==> src/rtl/cnn_pkg.sv <==
// Shared constants and types for the CNN front-end datapath.
package cnn_pkg;

    localparam int DATA_W = 8;
    localparam int K      = 3;
    localparam int TAPS   = K * K;

    typedef enum logic {
        FILL   = 1'b0,
        STREAM = 1'b1
    } lb_state_e;

endpackage

==> src/rtl/linebuffer3x3_row_mem.sv <==
// Single-port row memory. The read is combinational, so it returns the old
// contents of the addressed entry in the same cycle that the write lands.
module row_mem #(
    parameter int DEPTH = 28,
    parameter int WIDTH = 8,
    parameter int AW    = (DEPTH > 1) ? $clog2(DEPTH) : 1
) (
    input  logic             clk,
    input  logic             we_i,
    input  logic [AW-1:0]    addr_i,
    input  logic [WIDTH-1:0] wdata_i,
    output logic [WIDTH-1:0] rdata_o
);

    logic [WIDTH-1:0] mem_q [DEPTH];

    assign rdata_o = mem_q[addr_i];

    // Contents are not reset; the line buffer masks stale rows itself.
    always_ff @(posedge clk) begin
        if (we_i) begin
            mem_q[addr_i] <= wdata_i;
        end
    end

endmodule

==> src/rtl/linebuffer3x3.sv <==
// Streaming 3x3 window generator feeding the multiply-add tree.
//
//   state  | meaning
//   FILL   | rows 0..1 of a frame; row memories priming, no windows
//   STREAM | rows 2..IMG_H-1; a window per accepted pixel with col >= 2
module linebuffer3x3 #(
    parameter int IMG_W  = 28,
    parameter int IMG_H  = 28,
    parameter int DATA_W = cnn_pkg::DATA_W
) (
    input  logic              clk,
    input  logic              rst,
    input  logic [DATA_W-1:0] pixel_in,
    input  logic              pixel_valid,
    output logic [DATA_W-1:0] lb_ready0,
    output logic [DATA_W-1:0] lb_ready1,
    output logic [DATA_W-1:0] lb_ready2,
    output logic [DATA_W-1:0] lb_ready3,
    output logic [DATA_W-1:0] lb_ready4,
    output logic [DATA_W-1:0] lb_ready5,
    output logic [DATA_W-1:0] lb_ready6,
    output logic [DATA_W-1:0] lb_ready7,
    output logic [DATA_W-1:0] lb_ready8,
    output logic              result_rdy,
    output logic              pixel_end,
    output logic              frame_busy
);

    import cnn_pkg::*;

    localparam int CW = (IMG_W > 1) ? $clog2(IMG_W) : 1;
    localparam int RW = (IMG_H > 1) ? $clog2(IMG_H) : 1;

    localparam logic [CW-1:0] COL_LAST   = CW'(IMG_W - 1);
    localparam logic [RW-1:0] ROW_LAST   = RW'(IMG_H - 1);
    localparam logic [CW-1:0] COL_WIN    = CW'(K - 1);
    localparam logic [RW-1:0] ROW_STREAM = RW'(K - 1);

    logic [CW-1:0]     col_q, col_d;
    logic [RW-1:0]     row_q, row_d;
    lb_state_e         state_q, state_d;
    logic              busy_q, busy_d;
    logic              rdy_q, rdy_d;
    logic              end_q, end_d;
    logic [DATA_W-1:0] win_q [TAPS];
    logic [DATA_W-1:0] win_d [TAPS];

    logic [DATA_W-1:0] row1_rd;
    logic [DATA_W-1:0] row2_rd;
    logic              at_last;
    logic              win_valid;

    assign at_last = (col_q == COL_LAST) && (row_q == ROW_LAST);

    // row1 holds the previous row, row2 the one before; row2 is refilled from
    // row1's outgoing entry so the pair behaves as a two-row delay line.
    row_mem #(
        .DEPTH (IMG_W),
        .WIDTH (DATA_W),
        .AW    (CW)
    ) u_row1 (
        .clk     (clk),
        .we_i    (pixel_valid),
        .addr_i  (col_q),
        .wdata_i (pixel_in),
        .rdata_o (row1_rd)
    );

    row_mem #(
        .DEPTH (IMG_W),
        .WIDTH (DATA_W),
        .AW    (CW)
    ) u_row2 (
        .clk     (clk),
        .we_i    (pixel_valid),
        .addr_i  (col_q),
        .wdata_i (row1_rd),
        .rdata_o (row2_rd)
    );

    // Raster position of the next pixel to be accepted.
    always_comb begin
        col_d = col_q;
        row_d = row_q;
        if (pixel_valid) begin
            if (col_q == COL_LAST) begin
                col_d = '0;
                if (row_q == ROW_LAST) begin
                    row_d = '0;
                end else begin
                    row_d = row_q + RW'(1);
                end
            end else begin
                col_d = col_q + CW'(1);
            end
        end
    end

    // Fill/stream sequencing; a window is only produced inside STREAM and
    // never while the column shifters still hold the previous row's tail.
    always_comb begin
        state_d   = state_q;
        win_valid = 1'b0;
        case (state_q)
            FILL: begin
                if (pixel_valid && (row_q == ROW_STREAM) && (col_q == '0)) begin
                    state_d = STREAM;
                end
            end
            STREAM: begin
                win_valid = pixel_valid && (col_q >= COL_WIN);
                if (pixel_valid && at_last) begin
                    state_d = FILL;
                end
            end
            default: state_d = FILL;
        endcase
    end

    // Shift each window row left by one column on every accepted pixel.
    always_comb begin
        for (int i = 0; i < TAPS; i++) begin
            win_d[i] = win_q[i];
        end
        if (pixel_valid) begin
            for (int r = 0; r < K; r++) begin
                for (int c = 0; c < K - 1; c++) begin
                    win_d[r*K + c] = win_q[r*K + c + 1];
                end
            end
            win_d[K - 1]     = row2_rd;
            win_d[2*K - 1]   = row1_rd;
            win_d[TAPS - 1]  = pixel_in;
        end
    end

    // Output strobes and frame-in-progress flag.
    always_comb begin
        rdy_d  = win_valid;
        end_d  = win_valid && at_last;
        busy_d = busy_q;
        if (pixel_valid) begin
            busy_d = !at_last;
        end
    end

    // State register; a mid-frame reset drops the partial frame.
    always_ff @(posedge clk or posedge rst) begin
        if (rst) begin
            col_q   <= '0;
            row_q   <= '0;
            state_q <= FILL;
            busy_q  <= 1'b0;
            rdy_q   <= 1'b0;
            end_q   <= 1'b0;
            for (int i = 0; i < TAPS; i++) begin
                win_q[i] <= '0;
            end
        end else begin
            col_q   <= col_d;
            row_q   <= row_d;
            state_q <= state_d;
            busy_q  <= busy_d;
            rdy_q   <= rdy_d;
            end_q   <= end_d;
            for (int i = 0; i < TAPS; i++) begin
                win_q[i] <= win_d[i];
            end
        end
    end

    assign lb_ready0  = win_q[0];
    assign lb_ready1  = win_q[1];
    assign lb_ready2  = win_q[2];
    assign lb_ready3  = win_q[3];
    assign lb_ready4  = win_q[4];
    assign lb_ready5  = win_q[5];
    assign lb_ready6  = win_q[6];
    assign lb_ready7  = win_q[7];
    assign lb_ready8  = win_q[8];
    assign result_rdy = rdy_q;
    assign pixel_end  = end_q;
    assign frame_busy = busy_q;

endmodule

==> config.mk <==
export PLATFORM = sky130hd
export DESIGN_NAME = linebuffer3x3
export DESIGN_NICKNAME = d
export VERILOG_FILES = /design/src/rtl/cnn_pkg.sv /design/src/rtl/linebuffer3x3_row_mem.sv /design/src/rtl/linebuffer3x3.sv
export SDC_FILE = /design/constraint.sdc
export NUM_CORES = 1
export LEC_CHECK = 0
export CORE_ASPECT_RATIO = 1.1
export CORE_MARGIN = 2
export CORE_UTILIZATION = 54
export DETAILED_ROUTE_END_ITERATION = 16
export PLACE_DENSITY = 0.87
export REMOVE_ABC_BUFFERS = 1
export SETUP_SLACK_MARGIN = 0.4
export SYNTH_ARGS = -nofsm -noshare
export SYNTH_HDL_FRONTEND = slang
export SYNTH_SLANG_ARGS = --single-unit
==> constraint.sdc <==
create_clock -name clk -period 3.1 [get_ports clk]
set_clock_uncertainty 0.1 [all_clocks]
set_input_delay 0.31 -clock clk [delete_from_list [all_inputs] [get_ports clk]]
set_output_delay 0.31 -clock clk [all_outputs]
set_load 0.02 [all_outputs]
* After elaboration in Yosys (flattened, before gate mapping)
Memory sizes are Yosys's and may differ from the RTL's. A register that Yosys moved wholly into a read port is not among the register bits.
Index checks and enable logic that the tools add are counted.
Widths: inputs -> output; s select.
** Storage, ports and cells
- Input port bits :: 11
- Bits in writable memories :: 448
- Memories kept :: 2
- Output and inout port bits :: 75
- Logic and storage cells :: 40
- Bits in registers :: 78
** Cells by class
- Bitwise gates (word level) :: 1
- $add $sub $neg :: 2
- Eq/ne operators :: 3
- $lt $le $gt $ge :: 1
- Mux-type cells :: 8
- Reduce and logical (&&, ||, !) cells :: 9
** Memories
- u_row1.mem_q :: depth 28, bits a word 8, read ports 1, clocked after Yosys merged registers in 0, write ports 1, RTL line linebuffer3x3_row_mem.sv:15 : logic [WIDTH-1:0] mem_q [DEPTH];
- u_row2.mem_q :: depth 28, bits a word 8, read ports 1, clocked after Yosys merged registers in 1, write ports 1, RTL line linebuffer3x3_row_mem.sv:15
** Operators with widths (count)
- $add 5x1->5 const B :: 2
- $eq 5x5->1 const B :: 2
- $mux 5 :: 2
- $logic_and 1x1->1 :: 6
- $eq 5x2->1 const B :: 1
- $ge 5x2->1 const B :: 1
- $logic_not 5->1 :: 1
- $mux 1 :: 5
- $pmux 1 s2 :: 1
- $reduce_and 2->1 :: 1
- $logic_not 1->1 :: 1
- $not 1->1 :: 1

* Logic depth before layout (Yosys ltp)
Gate-level depths: netlist of the first run.
- Word-level depth :: 5
- Depth in mapped cells :: 8
- Depth with buffers taken out :: 5

* Hierarchy
A second synthesis of the first run with hierarchy kept.
** Unflattened totals
- Cell total of the unflattened synthesis :: 1129
- Area, all modules :: 21021.4 um^2
** Modules (own cells, without submodules)
- row_mem :: times used 2, seq. area each 6726.5 um^2, area an instance 8799.7 um^2, cells each 454
- linebuffer3x3 :: times used 1, seq. area each 2152.1 um^2, area an instance 3422.0 um^2, cells each 221

* Worst setup path after synthesis of the first run
No wires, ideal clock.
- Kind :: register to register
- Start :: reg col_q[0]
- End :: mem u_row1.mem_q[22][0] (enable)
- Data required time :: 2.591 ns
- Clock period less this slack :: 3.060 ns
- Buffers on the path :: 4
- Library setup time :: 0.409 ns
- Setup slack :: 0.040 ns
- Arrival time :: 2.551 ns
- Cell stages (with the launch flop) :: 9
- Cell sequence :: dfrtp_1 buf_6 buf_6 buf_4 buf_4 inv_1 ha_1 inv_1 nor3_1
** RTL lines
- from (decl) :: RTL line linebuffer3x3.sv:39 : logic [CW-1:0] col_q, col_d;
- from (signal assigned) :: RTL line linebuffer3x3.sv:160 : col_q <= col_d;
- to (decl) :: RTL line linebuffer3x3_row_mem.sv:15
Straight into the memory's write port.

* Final worst setup path of the first run
- Start :: reg col_q[1]
- End :: mem u_row2.mem_q[13][6] (data pin)
** Between the ends
- Word-level cells in the longest chain between the ends :: 1
** RTL lines
- $mem_v2 28x8
- named net row1_rd[6] :: RTL line linebuffer3x3.sv:48 : logic [DATA_W-1:0] row1_rd;
- to (decl) :: RTL line linebuffer3x3_row_mem.sv:15
The timed path passes the listed nets, and every way through them passes these cells.

==> results of run 1 <==
-- cell usage after synthesis (3+ instances only) --
cell type and count:
or4b_2 3, a21oi_1 6, a21o_1 3, nor4_1 6, mux2_2 63, nor3_1 11, buf_4 9, or4_1 3
inv_1 10, nand3_1 26, a31oi_1 7, o22ai_1 29, o21ai_0 12, nand2_1 29, clkbuf_1 22, a41oi_1 7
buf_2 14, and3_1 3, mux4_2 48, ha_1 6, a22oi_1 31, nor2b_1 10, dfrtp_1 86, a211oi_1 6
and2_1 12, buf_1 3, edfxtp_1 448, buf_6 9, mux2i_1 128, nor2_1 50
-- logic make-up after synthesis --
logic type	Yosys count	synth area share
flip-flops	534	0.7500
XOR/XNOR	2	0.0008421
adder cells (fa/ha/maj)	6	0.003608
buffers and inverters	69	0.01900
multiplexers	239	0.1476
AND/OR/NAND/NOR	167	0.04089
AO/OA/AOI/OAI	114	0.03801
-- per-layer routing --
layer	vias up	global-route usage	wire length (um)
met5	-	0	0
met4	0	0.1210	2220
met3	171	0.04716	5147
met2	851	0.4249	25680
met1	5967	0.3192	17520
li1	4844	-	-
-- placed cells by master, fill, tap and decap left out, drive strengths merged, types with 10 or more instances in the layout --
master and instances:
mux4 48, clkdlybuf4s50 84, nand2 29, and2 12, edfxtp 448, nand3 26, nor2b 10, clkbuf 70
nor2 50, buf 96, o22ai 29, o21ai 12, mux2 63, dfrtp 86, nor3 11, inv 12
a22oi 31, mux2i 128, clkinv 15
-- where the power goes --
part	leakage (nW)	switching (mW)	internal, mW	total (mW)
Combinational	2.77	4.78	3.14	7.92
Clock	0.781	2.55	3.47	6.01
Sequential	5.04	0.658	9.86	10.5
Total	8.59	7.98	16.5	24.5
-- area by class of cell --
class | instances | share of cell area
Sequential cell | 534 | 0.6391
Timing Repair Buffer | 180 | 0.06898
Inverter | 10 | 0.001639
Multi-Input combinational cell | 528 | 0.1986
Clock buffer | 70 | 0.05679
Tap cell | 500 | 0.02561
Clock inverter | 23 | 0.009218
-- worst register-to-register path: stages, from the launching register on --
cell	delay, ns
dfrtp_4	0.65
buf_4	0.27
or4b_2	0.79
o22ai_1	0.21
nor2_1	0.11
nand3_1	0.11
buf_6	0.25
-- sequential cells by signal, summed over array words and instances, names as in the netlist --
signal / count
lb_ready4: 8
lb_ready6: 8
col_q: 5
row_q: 5
lb_ready7: 8
lb_ready1: 8
pixel_end: 1
u_row2.mem_q: 224
lb_ready0: 8
state_q: 1
lb_ready3: 8
u_row1.mem_q: 224
lb_ready5: 8
result_rdy: 1
lb_ready2: 8
lb_ready8: 8
frame_busy: 1
-- timing repair --
action                     in CTS  in global routing
buffers inserted                3                  6
pin swaps                       1                  0
resized for setup               2                  5
setup endpoints to repair     112                266
-- worst paths after layout --
path                              from             endpoint  slack [ns]
max                           col_q[1]  u_row2.mem_q[13][6]        0.41
min                                rst         lb_ready6[4]        0.04
max reg2reg                   col_q[1]  u_row2.mem_q[13][6]        0.41
min reg2reg                 frame_busy           frame_busy        0.39
max in group asynchronous          rst         lb_ready0[4]        2.19
min in group clk           pixel_valid             col_q[1]        0.08
-- stage by stage --
stage	std cells	hold slack (ns)
floorplan	1072	0.3089
global placement	1743	0.3625
detailed placement	1743	0.3720
CTS	1839	0.05024
global route	1845	0.06737
finish	1845	0.03666
==> out/results.txt, run 1 <==
DRT iter0 DRCs -> 1737
Setup TNS -> 0 ns
Slew Limit Headroom -> 0.2190
Seq/Total Area, Yosys -> 0.7500
Pins Over Slew Limit -> 0
Crit path kind -> flip-flop to flip-flop
Total Routing Usage GR -> 0.2530
DR vias/cell -> 6.414
IO Pins -> 86
Hold buffers post-CTS -> 0
CORE AREA -> 38100 sq um
Layout area overhead -> 17.43%
Static Leak -> 8.591 nW
Pin count of the biggest net entering global routing -> 54
Total number of vias -> 11830
Congestion Overflow GR -> 0
Main synth FF type -> edfxtp_1
Slowest CP cell -> or4b_2
Seq cells post-synth -> 534
Avg WL per Cell -> 27.41 um
Fraction of layout cells with a size suffix above 1 -> 0.2208
Top cell type's share of synthesized area -> 0.6466
H-tree depth -> 2
CP Max Fanout -> 28
Clock Tree Buf Depth -> 3
First-pass GRT wire length -> 74.40 mm
Worst Path Required -> 3.37 ns
Slowest stage delay, CP -> 0.79 ns
Pwr Density -> 1001 nW/um^2
Worst slack at placement -> 0.3296 ns
Fin util -> 0.6413
Final worst slack -> 0.4117 ns
Cell family with most CP delay -> simple AND/OR/NAND/NOR gates
Netlist area before placement -> 20810 sq um
Total power -> 24.45 mW
Worst path cell trace -> buf_4 > or4b_2 > o22ai_1 > nor2_1 > nand3_1 > buf_6
Worst-Margin Slew -> 1.168 ns
Initial antenna violation count -> 0
Critical Path AT -> 2.96 ns
Clock buffer count from CTS -> 50
Fin nets -> 1321
Crit. path cell count -> 6
DRT antenna net count -> 0
Max VDD drop -> 0.5599 mV
N_diodes -> 0
Die Span X -> 191.2 um
CTS Sinks -> 534
Fillers -> 2435
Unrepaired setup endpoints after global routing -> no
Crit path capture type -> flip-flop
Endpoints failing hold -> 0
R2R cell count -> 6
Die area -> 40120 sq um
Worst-Skew Late Latency -> 0.57 ns
Post-layout min period -> 2.688 ns
Yosys warns -> 0
DR pass1 iterations -> 8
Synth top area cells -> edfxtp_1, dfrtp_1, mux2i_1, mux4_2, mux2_2
Clock Pin Slew Worst Setup and Hold Paths -> 0.06 ns
Sequential cell area -> 15620 sq um
Crit path buffers/inverters -> 2
I/O Buffers -> 85
Initial cell density of the core -> 0.5461
Yosys top cell by area -> edfxtp_1
Share of flip-flops with an asynchronous set or reset -> 0.1610
Syn Area/Cell -> 18.40 sq um
# DRC -> 0
Final instance area -> 24430 sq um
Fmax -> 0.3720 GHz
Gpl congestion -> 0.8543
Final worst-path cycle share -> 0.8672
MaxCap Viol Count -> 0
HP Class -> input port to asynchronous set/reset pin
TritonCTS clock tree -> built
Worst setup SP type -> flip-flop
Multi-input logic area -> 4853 sq um
Rows -> 75
DIE HEIGHT -> 209.9 um
Vias in the first global route -> 12020
Final setup viols -> 0
Post-synth EDFFs -> 448
Final WL -> 50.57 mm
Outcome -> finished clean
Cell variety after synth -> 53
Instance area at placement -> 22700 sq um
Post-detail-place hpwl -> 30.86 mm
Root Driver -> clkbuf_16
Synth Instances -> 1131
(Power assumes the default switching activity.)
==> run 2, diff against run 1 <==
--- a/config.mk
+++ b/config.mk
@@ -9,6 +9,7 @@
 export CORE_MARGIN = 2
 export CORE_UTILIZATION = 54
 export DETAILED_ROUTE_END_ITERATION = 16
+export GPL_TIMING_DRIVEN = 0
 export PLACE_DENSITY = 0.87
 export REMOVE_ABC_BUFFERS = 1
 export SETUP_SLACK_MARGIN = 0.4
==> run 2 against run 1 <==
Against the previous run: worst hold slack lost 0.057 ns; wire length rose by 28%; the flow now finishes with violations (hold timing, setup timing); clock power rose by 3%; global-route usage rose by 3.0 points.
==> out/results.txt, run 2 (synthesis results as in run 1) <==
Worst path cell trace -> buf_12 > or4_1 > o22ai_1 > nor2_4 > a41oi_1
Post-layout min period -> 3.165 ns (+0.4769 ns)
Pwr Density -> 1073 nW/um^2 (+7.2%)
Met2 routed WL -> 30.47 mm (+19%)
Met3 WL post-DR -> 9.026 mm (+75%)
Crit path buffers/inverters -> 1 (-1)
Root Driver -> clkbuf_16
Seq pwr share -> 0.394 (-0.036)
R2R cell count -> 5 (-1)
DRT antenna net count -> 0 (unchanged)
DR pass1 iterations -> 6 (-2)
Routed met1 length -> 19.45 mm (+11%)
Total power -> 27.14 mW (+11%)
Biggest regs -> u_row1.mem_q (224), u_row2.mem_q (224)
Congestion Overflow GR -> 0 (unchanged)
DRT iter0 DRCs -> 2341 (+35%)
Crit path kind -> flip-flop to flip-flop
DIE HEIGHT -> 209.9 um (unchanged)
Final worst slack -> -0.06522 ns (-0.4769 ns)
Pins Over Slew Limit -> 0 (unchanged)
CTS Sinks -> 534 (unchanged)
Clock Tree Buf Depth -> 3 (unchanged)
Most frequent cells in the layout -> edfxtp_1, mux2i_1, clkdlybuf4s50_1
Slew Limit Headroom -> 0.09227 (-0.1267)
Post-detail-place hpwl -> 28.19 mm (-8.7%)
Pin count of the biggest net entering global routing -> 67 (+24%)
MaxCap Viol Count -> 0 (unchanged)
Outcome -> complete, but fails checks
Die area -> 40120 sq um (unchanged)
Rows -> 75 (unchanged)
Pint -> 17.05 mW (+3.5%)
Most common cell after layout, fill and taps aside -> edfxtp_1
Layout area overhead -> 21.55%
Gpl congestion -> 0.7971 (-6.7%)
Setup TNS -> -0.6514 ns (-0.6514 ns)
Initial antenna violation count -> 1 (+1)
N_diodes -> 0 (unchanged)
Worst reg2reg endpoint -> lb_ready5[6]
Worst r2r src -> col_q[1]
Avg WL per Cell -> 35.00 um (+28%)
Slowest stage delay, CP -> 0.75 ns (-0.04 ns)
Static Leak -> 8.886 nW (+3.4%)
Violated checks -> hold timing, setup timing
CP Max Fanout -> 19 (-32%)
Clock Pin Slew Worst Setup and Hold Paths -> 0.07 ns (about the same)
First-pass GRT wire length -> 81.39 mm (+9.4%)
Max VDD drop -> 0.5793 mV (+3.5%)
Top layer in use -> met4
Logic gate share of total power -> 0.379 (+0.055)
I/O Buffers -> 85 (unchanged)
# DRC -> 0 (unchanged)
Clock network power share -> 0.227 (-0.019)
HP Class -> input port to asynchronous set/reset pin
Vias in the first global route -> 12340 (+2.7%)
Final setup viols -> 15 (+15)
Net Sw Frac -> 0.3717 (+0.04522)
Unrepaired setup endpoints after global routing -> yes
Fin nets -> 1322 (+0.076%)
Crit path capture type -> flip-flop
Clock buffer count from CTS -> 50 (unchanged)
Flop2flop setup slack -> -0.07 ns (-0.48 ns)
Final worst-path cycle share -> 1.021 (+0.1538)
Worst setup SP type -> flip-flop
Endpoints failing hold -> 20 (+20)
Worst-Margin Slew -> 1.354 ns (+0.1864 ns)
Initial cell density of the core -> 0.5461 (unchanged)
Worst Path Required -> 3.48 ns (+0.11 ns)
Total Routing Usage GR -> 0.2827 (+0.02976)
Fraction of layout cells with a size suffix above 1 -> 0.2702 (+0.04941)
IO Pins -> 86 (unchanged)
Die Span X -> 191.2 um (unchanged)
DR vias/cell -> 7.146 (+11%)
TritonCTS clock tree -> built
Fin Hold WS -> -0.01989 ns (-0.05655 ns)
Total number of vias -> 13200 (+12%)
Final WL -> 64.65 mm (+28%)
Worst-Skew Late Latency -> 0.60 ns (+0.03 ns)
Fmax -> 0.3159 GHz (-15%)
H-tree depth -> 2 (unchanged)
Hold buffers post-CTS -> 0 (unchanged)
Cell family with most CP delay -> compound AO/OA/AOI/OAI gates
Critical Path AT -> 3.54 ns (+0.58 ns)
Switching power -> 10.09 mW (+26%)
Slowest CP cell -> or4_1
CORE AREA -> 38100 sq um (unchanged)
[run 2: worst max path at each step]
stage | from | end | cells after the start
floorplan | col_q[0] | u_row1.mem_q[11][0] | 3
global placement | col_q[0] | u_row1.mem_q[11][3] | 3
detailed placement | col_q[0] | u_row2.mem_q[14][7] | 6
CTS | col_q[3] | u_row2.mem_q[0][6] | 3
global route | col_q[1] | lb_ready5[6] | 5
finish | col_q[1] | lb_ready5[6] | 5
[run 2: metal layers]
layer / up-vias / GRT usage
li1: 4875 / -
met1: 6383 / 0.3428
met2: 1517 / 0.4723
met3: 423 / 0.06154
met4: 0 / 0.1576
met5: - / 0
[run 2: timing repair]
item                                    4_1_cts  5_1_grt
resized for setup                            53       43
buffers inserted                             23       28
endpoints found under the setup margin      678      495
pin swaps                                    10       16
cloned                                       10        9
[run 2: worst reg2reg max path, delay by kind of cell, from the launching register on]
kind                   cells  cell delay [ns]
AOI/OAI and AO/OA          2             1.08
buffers and inverters      1             0.26
and+or+nand+nor            2             0.94
DFF                        1             0.66
[run 2: final cells by class]
| cell class | instances | area [sq um] |
|---|---|---|
| clock inverters | 30 | 260.3 |
| repair inverters | 1 | 7.507 |
| well taps | 500 | 625.6 |
| fillers | 2216 | 12810 |
| flip-flops and latches | 534 | 15620 |
| inverters | 10 | 47.55 |
| repair buffers | 167 | 1952 |
| clock buffers | 64 | 1364 |
| multi-input cells | 541 | 5410 |
[run 2: power by group through the flow]
stage,sequential (mW),combinational (mW),clock (mW)
after global routing,10.7,10.4,6.40
after global placement,10.9,5.39,0
after CTS,10.6,8.38,6.03
final,10.7,10.3,6.17
after detailed placement,11.0,6.88,0
after floorplan,11.1,3.19,0
[run 2: stage by stage]
step	std cells	area [sq um]	util	setup slack, ns
finish	1847	25290	0.6638	-0.06522
global route	1847	25290	0.6638	-0.07309
CTS	1810	24770	0.6501	0.3753
detailed placement	1683	22470	0.5898	-1.271
global placement	1657	21920	0.5755	-8.805
floorplan	1072	20450	-	-5.311
==> run 3, diff against run 2 <==
--- a/config.mk
+++ b/config.mk
@@ -11,6 +11,7 @@
 export DETAILED_ROUTE_END_ITERATION = 16
 export GPL_TIMING_DRIVEN = 0
 export PLACE_DENSITY = 0.87
+export RECOVER_POWER = 50
 export REMOVE_ABC_BUFFERS = 1
 export SETUP_SLACK_MARGIN = 0.4
 export SYNTH_ARGS = -nofsm -noshare
==> run 3 against run 2 <==
Against the previous run: the flow finishes with violations (capacitance limit, slew limit, setup timing); total power fell by 0.85%; critical path depth rose by 2; sequential share of layout area rose by 0.17 points; clock power barely moved; core utilization fell by 0.20 points; via count fell by 0.54%; design area fell by 0.31%; critical path type unchanged; largest cell class unchanged.
==> out/results.txt, run 3 (synthesis results as in run 1) <==
Outcome -> complete, but fails checks
Violated checks -> capacitance limit, slew limit, setup timing
Final worst-path cycle share -> 1.032 (+0.01138)
Worst-Margin Slew -> 1.701 ns (+0.3470 ns)
Total number of vias -> 13130 (-0.54%)
Clock Pin Slew Worst Setup and Hold Paths -> 0.07 ns (about the same)
Congestion Overflow GR -> 0 (unchanged)
Worst Path Required -> 3.25 ns (-0.23 ns)
Post-layout min period -> 3.200 ns (+0.03526 ns)
Fin nets -> 1322 (unchanged)
Pin count of the biggest net entering global routing -> 67 (unchanged)
Fmax -> 0.3125 GHz (-1.1%)
Fin Hold WS -> 0.2099 ns (+0.2298 ns)
Slew Limit Headroom -> -0.1404 (-0.2327)
Die area -> 40120 sq um (unchanged)
# DRC -> 0 (unchanged)
Hold Crit Depth -> 3
Initial cell density of the core -> 0.5461 (unchanged)
DR vias/cell -> 7.107 (-0.54%)
N_diodes -> 0 (unchanged)
Layout area overhead -> 21.18%
Total Routing Usage GR -> 0.2827 (unchanged)
Gpl congestion -> 0.7971 (unchanged)
IO Pins -> 86 (unchanged)
Root Driver -> clkbuf_16
Most common cell after layout, fill and taps aside -> edfxtp_1
R2R cell count -> 7 (+2)
Worst-Skew Late Latency -> 0.61 ns (about the same)
CTS Sinks -> 534 (unchanged)
Final worst slack -> -0.1005 ns (-0.03526 ns)
Pins Over Slew Limit -> 33 (+33)
I/O Buffers -> 85 (unchanged)
Fillers -> 2233 (+0.77%)
Flop2flop setup slack -> -0.10 ns (-0.04 ns)
CORE AREA -> 38100 sq um (unchanged)
MaxCap Viol Count -> 1 (+1)
Max VDD drop -> 0.5719 mV (-1.3%)
Static Leak -> 8.850 nW (-0.41%)
Worst setup SP type -> flip-flop
Pwr Density -> 1067 nW/um^2 (-0.55%)
DRT iter0 DRCs -> 2346 (+0.21%)
CP Max Fanout -> 13 (-6)
HP Class -> input port to flip-flop
H-tree depth -> 2 (unchanged)
TritonCTS clock tree -> built
DRT antenna net count -> 0 (unchanged)
Crit path capture type -> flip-flop
Clock Tree Buf Depth -> 3 (unchanged)
Crit path kind -> flip-flop to flip-flop
Initial antenna violation count -> 1 (unchanged)
Final instance area -> 25210 sq um (-0.31%)
Rows -> 75 (unchanged)
Final WL -> 64.57 mm (-0.12%)
DR pass1 iterations -> 6 (unchanged)
Most frequent cells in the layout -> edfxtp_1, mux2i_1, dlygate4sd3_1
Fraction of layout cells with a size suffix above 1 -> 0.2591 (-0.01114)
Clock buffer count from CTS -> 50 (unchanged)
Unrepaired setup endpoints after global routing -> yes
Critical Path AT -> 3.35 ns (-0.19 ns)
Instance area at placement -> 22470 sq um (unchanged)
Biggest regs -> u_row1.mem_q (224), u_row2.mem_q (224)
Final setup viols -> 45 (+30)
Avg WL per Cell -> 34.96 um (-0.12%)
First-pass GRT wire length -> 81.39 mm (unchanged)
Die Span X -> 191.2 um (unchanged)
DIE HEIGHT -> 209.9 um (unchanged)
Endpoints failing hold -> 0 (-100%)
Post-detail-place hpwl -> 28.19 mm (unchanged)
Vias in the first global route -> 12340 (unchanged)
==> run 3: metrics by stage <==
stage	setup TNS (ns)	worst slack (ns)	util	total power, mW	std cells
global placement	-5273.53	-8.805	0.5755	16.29	1657
floorplan	-3270.73	-5.311	-	14.27	1072
finish	-2.442	-0.1005	0.6618	26.90	1847
detailed placement	-233.20	-1.271	0.5898	17.89	1683
CTS	0	0.3753	0.6501	25.05	1810
global route	-2.506	-0.1100	0.6618	27.26	1847
==> run 3: worst paths after layout <==
check                                   from                  to
worst max-delay path                col_q[0]  u_row2.mem_q[6][5]
worst min-delay path             pixel_valid        lb_ready5[7]
worst max register to register      col_q[0]  u_row2.mem_q[6][5]
worst min register to register  lb_ready3[7]        lb_ready3[7]
max in group asynchronous                rst        lb_ready1[5]
min in group asynchronous                rst            col_q[0]
==> run 3: timing repair <==
action	CTS	global route
resized for setup	53	43
gates cloned	10	9
setup endpoints to repair	678	495
setup buffers	23	28
pin swaps	10	16
hold buffers	0	0
==> run 3: final cells by class <==
cell class	count	area [sq um]	share of cell area
Clock buffer	64	1364	0.05409
Clock inverter	30	260.3	0.01032
Inverter	10	43.79	0.001737
Multi-Input combinational cell	541	5345	0.2120
Sequential cell	534	15620	0.6194
Tap cell	500	625.6	0.02481
Timing Repair Buffer	167	1949	0.07732
Timing Repair inverter	1	7.507	0.0002978
==> run 3: power breakdown <==
group	internal (mW)	switching, mW
clock	3.39	2.79
sequential	9.88	0.772
combinational	3.62	6.45
==> run 3: critical path: stages, from the launching register on <==
cell and delay (ns):
dfrtp_1 0.56, buf_16 0.22, bufbuf_16 0.34, mux2i_2 0.35, o22ai_1 0.25, a211oi_4 0.61
buf_4 0.24, nand3_4 0.15
==> run 3: routing by layer <==
metal  GRT usage  share of wire
met5           0              0
met4      0.1576          0.088
met3     0.06154           0.14
met2      0.4723           0.47
met1      0.3428           0.30
